### config.mk
export PLATFORM = sky130hd
export DESIGN_NAME = fetch_stage
export DESIGN_NICKNAME = d
export VERILOG_FILES = /design/src/rtl/fetch_stage.sv
export SDC_FILE = /design/constraint.sdc
export NUM_CORES = 1
export LEC_CHECK = 0
export ABC_AREA = 1
export BUFFER_PORTS_ARGS = -buffer_cell sky130_fd_sc_hd__buf_2
export CAP_MARGIN = 30
export CORE_AREA = 10 10 131 133
export DETAILED_ROUTE_END_ITERATION = 7
export DIE_AREA = 0 0 141 143
export HOLD_SLACK_MARGIN = 0.03
export PLACE_DENSITY = 0.85
export SETUP_SLACK_MARGIN = 0.5
export SYNTH_ARGS = -nofsm -noshare
export SYNTH_HDL_FRONTEND = slang
export SYNTH_SLANG_ARGS = --single-unit
### constraint.sdc
create_clock -name clk -period 3.4 [get_ports clk]
set_input_delay 0.51 -clock clk [delete_from_list [all_inputs] [get_ports clk]]
set_output_delay 0.51 -clock clk [all_outputs]
set_load 0.02 [all_outputs]
### src/rtl/fetch_stage.sv
// Instruction-fetch stage: program counter, instruction-memory addressing and the IF/ID
// register. Handles branch/jump redirects, hazard stalls and the end-of-program halt.
module fetch_stage #(
    parameter logic [31:0] RESET_PC   = 32'h0000_0000,
    parameter int unsigned PROG_DEPTH = 10
) (
    input  logic        clk,
    input  logic        rst,
    input  logic        stall,
    input  logic        branch_taken,
    input  logic        jump,
    input  logic [31:0] imem_data,
    output logic [31:0] imem_addr,
    output logic [31:0] pc_f,
    output logic [31:0] instr_d,
    output logic [31:0] pcplus4_d,
    output logic        valid_d,
    output logic        halted,
    output logic [31:0] fetch_count
);
    localparam logic [31:0] DEPTH_W = 32'(PROG_DEPTH);

    typedef enum logic [0:0] {ST_RUN = 1'b0, ST_HALT = 1'b1} state_e;

    function automatic logic [31:0] branch_target(input logic [31:0] p4, input logic [31:0] ins);
        return p4 + {{14{ins[15]}}, ins[15:0], 2'b00};
    endfunction

    function automatic logic [31:0] jump_target(input logic [31:0] p4, input logic [31:0] ins);
        return {p4[31:28], ins[25:0], 2'b00};
    endfunction

    state_e      state_q, state_d;
    logic [31:0] pc_q, pc_d;
    logic [31:0] ifid_instr_q, ifid_instr_d;
    logic [31:0] ifid_pc4_q, ifid_pc4_d;
    logic        ifid_valid_q, ifid_valid_d;
    logic        halted_q, halted_d;
    logic [31:0] count_q, count_d;

    logic        redirect_s;
    logic        eop_s;
    logic [31:0] target_s;

    // Redirect decode and end-of-program detect; jump outranks branch.
    always_comb begin
        redirect_s = ifid_valid_q & (jump | branch_taken);
        eop_s      = ({2'b00, pc_q[31:2]} >= DEPTH_W);
        if (jump) begin
            target_s = jump_target(ifid_pc4_q, ifid_instr_q);
        end else begin
            target_s = branch_target(ifid_pc4_q, ifid_instr_q);
        end
    end

    // Next-state selection for PC, IF/ID, FSM and fetch counter.
    always_comb begin
        state_d      = state_q;
        pc_d         = pc_q;
        ifid_instr_d = ifid_instr_q;
        ifid_pc4_d   = ifid_pc4_q;
        ifid_valid_d = ifid_valid_q;
        count_d      = count_q;
        if (stall) begin
            // A redirect seen during a stall is dropped; decode re-presents it.
            state_d = state_q;
        end else if (redirect_s) begin
            pc_d         = target_s;
            ifid_instr_d = 32'h0000_0000;
            ifid_pc4_d   = 32'h0000_0000;
            ifid_valid_d = 1'b0;
            state_d      = ST_RUN;
        end else if ((state_q == ST_RUN) && !eop_s) begin
            pc_d         = pc_q + 32'd4;
            ifid_instr_d = imem_data;
            ifid_pc4_d   = pc_q + 32'd4;
            ifid_valid_d = 1'b1;
            count_d      = count_q + 32'd1;
            state_d      = ST_RUN;
        end else begin
            ifid_instr_d = 32'h0000_0000;
            ifid_pc4_d   = 32'h0000_0000;
            ifid_valid_d = 1'b0;
            state_d      = ST_HALT;
        end
        halted_d = (state_d == ST_HALT);
    end

    // State registers with asynchronous active-low reset.
    always_ff @(posedge clk or negedge rst) begin
        if (!rst) begin
            state_q      <= ST_RUN;
            pc_q         <= RESET_PC;
            ifid_instr_q <= 32'h0000_0000;
            ifid_pc4_q   <= 32'h0000_0000;
            ifid_valid_q <= 1'b0;
            halted_q     <= 1'b0;
            count_q      <= 32'h0000_0000;
        end else begin
            state_q      <= state_d;
            pc_q         <= pc_d;
            ifid_instr_q <= ifid_instr_d;
            ifid_pc4_q   <= ifid_pc4_d;
            ifid_valid_q <= ifid_valid_d;
            halted_q     <= halted_d;
            count_q      <= count_d;
        end
    end

    assign imem_addr   = {2'b00, pc_q[31:2]};
    assign pc_f        = pc_q;
    assign instr_d     = ifid_instr_q;
    assign pcplus4_d   = ifid_pc4_q;
    assign valid_d     = ifid_valid_q;
    assign halted      = halted_q;
    assign fetch_count = count_q;

endmodule

==> flow_metrics.env <==
export IMPL_cp_required_ns=3.75
export IMPL_vdd_ir_drop_worst_mv=0.330
export IMPL_ctsResizeCount=0
export IMPL_cts_root_buf="clkbuf_16"
export IMPL_grt_max_degree=71
export IMPL_syn_avg_cell_area_um2=6.83
export IMPL_cts_tree="built"
export IMPL_slew_headroom_pct=50.1
export IMPL_fp_dieH_um=143
export IMPL_drt_iter0_drc=747
export IMPL_crit_arrival_ns=2.95
export IMPL_worst_hold_path_type="primary input to async pin"
export IMPL_grt_overflow=0
export IMPL_ys_seq_area_share_pct=38.8
export IMPL_synthToLayoutAreaGrowth_pct=18.7
export IMPL_via_count=8318
export IMPL_stdcell_area_um2=9940
export IMPL_grt_pass1_wl_um=42100
export IMPL_drtPass1Iterations=6
export IMPL_crit_slowest_cell="dfrtp_1"
export IMPL_outcome="complete, no violations"
export IMPL_n_antenna_cell=0
export IMPL_path_clk_slew_ns=0.06
export IMPL_crit_top_cell="nand2_1"
export IMPL_synth_seq_cells=130
export IMPL_power_density_nw_per_um2=421
export IMPL_antenna_found_initial=0
export IMPL_async_flop_share_pct=100
export IMPL_drc=0
export IMPL_crit_type="flop to flop"
export IMPL_slew_viol_final=0
export IMPL_cts_buffers=17
export IMPL_cts_hold_buffers=0
export IMPL_h_tree_depth=4
export IMPL_netlist_instances=1226
export IMPL_dpl_instance_area_um2=9310
export IMPL_final_nets=1457
export IMPL_gp_routability_congestion=0.956
export IMPL_synth_top_area_share_pct=38.8
export IMPL_ys_warn_count=0
export IMPL_synthTopCellsByCount="nand2_1, inv_1, dfrtp_1"
export IMPL_final_setup_tns_ns=0
export IMPL_dp_hpwl_um=20200
export IMPL_clk_path_buf_depth=2
export IMPL_cpPeakStageDelay_ns=0.41
export IMPL_register_area_um2=3250
export IMPL_cts_setup_buffers=0
export IMPL_wirelength_um=26200
export IMPL_startpoint_type="flop"
export IMPL_p_leak_uw=0.00576
export IMPL_drv_cap=0
export IMPL_io_pins=199
export IMPL_skew_ns=0.0128
export IMPL_synth_edf_count=0
export IMPL_clock_sinks=130
export IMPL_viasPerCell=5.25
export IMPL_synth_top_area_cell="dfrtp_1"
export IMPL_setup_viol=0
export IMPL_die_w_um=141
export IMPL_io_buffers=196
export IMPL_synth_most_common_cell="nand2_1"
export IMPL_post_route_period_util_pct=76.5
export IMPL_rsz0062_at_grt="no"
export IMPL_multi_input_area_um2=4060
export IMPL_finalHoldViolCount=0
export IMPL_path_cells="inv_1, ha_1, o31ai_1, nand3_1, nand3b_1, nand2_1, nand2_1, clkinv_2, buf_4, nor2_1, a21oi_1"
export IMPL_tightest_slew_ns=0.749
export IMPL_drive_above_1_share_pct=17.1
export IMPL_synth_area_um2=8370
export IMPL_grt_pass1_vias=8167
export IMPL_fmax_mhz=385
export IMPL_period_minus_slack_ns=2.60
export IMPL_wire_per_inst_um=16.6
export IMPL_critPathCaptureType="flop"
export IMPL_clock_latency_ns=0.43
export IMPL_die_area_um2=20200
export IMPL_ant_nets=0
export IMPL_synth_main_ff_cell="dfrtp_1"
export IMPL_core_um2=14400
export IMPL_synthTopCellsByArea="dfrtp_1, nand2_1, inv_1"
export IMPL_initial_core_util_pct=58.1
export IMPL_grt_usage_pct=25.8
export IMPL_ys_types=30
export IMPL_rows=44
export IMPL_p_total_uw=4180
export IMPL_fillers=1234
export IMPL_path_max_fanout=40
[cells in the final DEF, fill, tap and decap left out, types with 2 or more instances in the layout]
cell type and n:
a21oi_1 68, ha_1 32, o21ai_0 77, nor2_1 125
inv_1 182, nand3_1 57, buf_4 8, buf_2 195
xnor2_1 6, nor4_1 6, clkinvlp_4 4, conb_1 2
nor3_1 17, nand2_1 401, nand3b_1 4, clkinv_2 3
bufinv_16 4, clkbuf_16 17, clkbuf_8 2, dfrtp_1 130
buf_12 2, xor2_1 34, inv_6 2, o21bai_1 5
nand4_1 8
[final cells by class]
cell class / count / share of cell area, %
flip-flops and latches: 130 / 32.7
multi-input cells: 849 / 40.8
inverters: 184 / 6.96
clock inverters: 12 / 1.79
clock buffers: 19 / 4.56
well taps: 184 / 2.32
repair buffers: 205 / 10.8
[logic make-up (layout without fill, tap and decap cells)]
family	after synthesis	in the layout	synth area share (%)
buffers and inverters	248	420	12.9
AOI/OAI and AO/OA	154	154	9.43
DFF	130	130	38.8
xor gates and xnor gates	40	40	4.18
and+or+nand+nor	620	620	29.6
other	1	2	0.0448
adders and majority gates	33	33	5.02
[sequential cells by signal, summed over array words and instances, names as in the netlist]
register and count:
valid_d 1, halted 1, pcplus4_d 32, pc_f 32, instr_d 32, fetch_count 32
[final timing paths]
check,startpoint,to,slack [ns],cells after the start
max,pc_f[2]$_DFFE_PN0P_,pc_f[11]$_DFFE_PN0P_,0.80,11
min,rst,pcplus4_d[20]$_DFFE_PN0N_,0.12,1
max reg2reg,pc_f[2]$_DFFE_PN0P_,pc_f[11]$_DFFE_PN0P_,0.80,11
min reg2reg,instr_d[30]$_DFFE_PN0N_,instr_d[30]$_DFFE_PN0N_,0.49,2
max in group asynchronous,rst,fetch_count[15]$_DFFE_PN0P_,2.48,2
min in group clk,imem_data[31],instr_d[31]$_DFFE_PN0N_,0.27,3
[where the power goes]
group          internal, uW  leakage (uW)  switching (uW)
registers              1610       0.00170            88.3
logic                   153       0.00376             344
clock network          1260      0.000298             720
[through the flow]
step                setup slack (ns)  utilization (%)  hold WS, ns  std cells
finish                         0.801             68.9        0.123       1583
global route                   0.557             68.9        0.188       1583
CTS                            0.704             68.9        0.160       1583
detailed placement             0.774             64.5        0.466       1552
global placement               0.912             64.5        0.458       1552
floorplan                       1.30                -        0.214       1227
[metal layers]
layer	up-vias	routed length [um]	GRT usage, %	share of wire, %
met2	369	12400	42.1	47
met4	0	544	8.80	2.1
met5	-	0	0	0
met3	48	2490	7.73	9.5
li1	4098	-	-	-
met1	3803	10800	31.9	41
[critical path: cells and delay by family (launching register included)]
| kind | cells | cell delay [ns] |
|---|---|---|
| fa+ha+maj | 1 | 0.20 |
| buf+inv | 3 | 0.80 |
| compound gates | 2 | 0.45 |
| flops | 1 | 0.41 |
| simple gates | 5 | 0.67 |
Note: power is estimated with default switching activity, not from simulation.
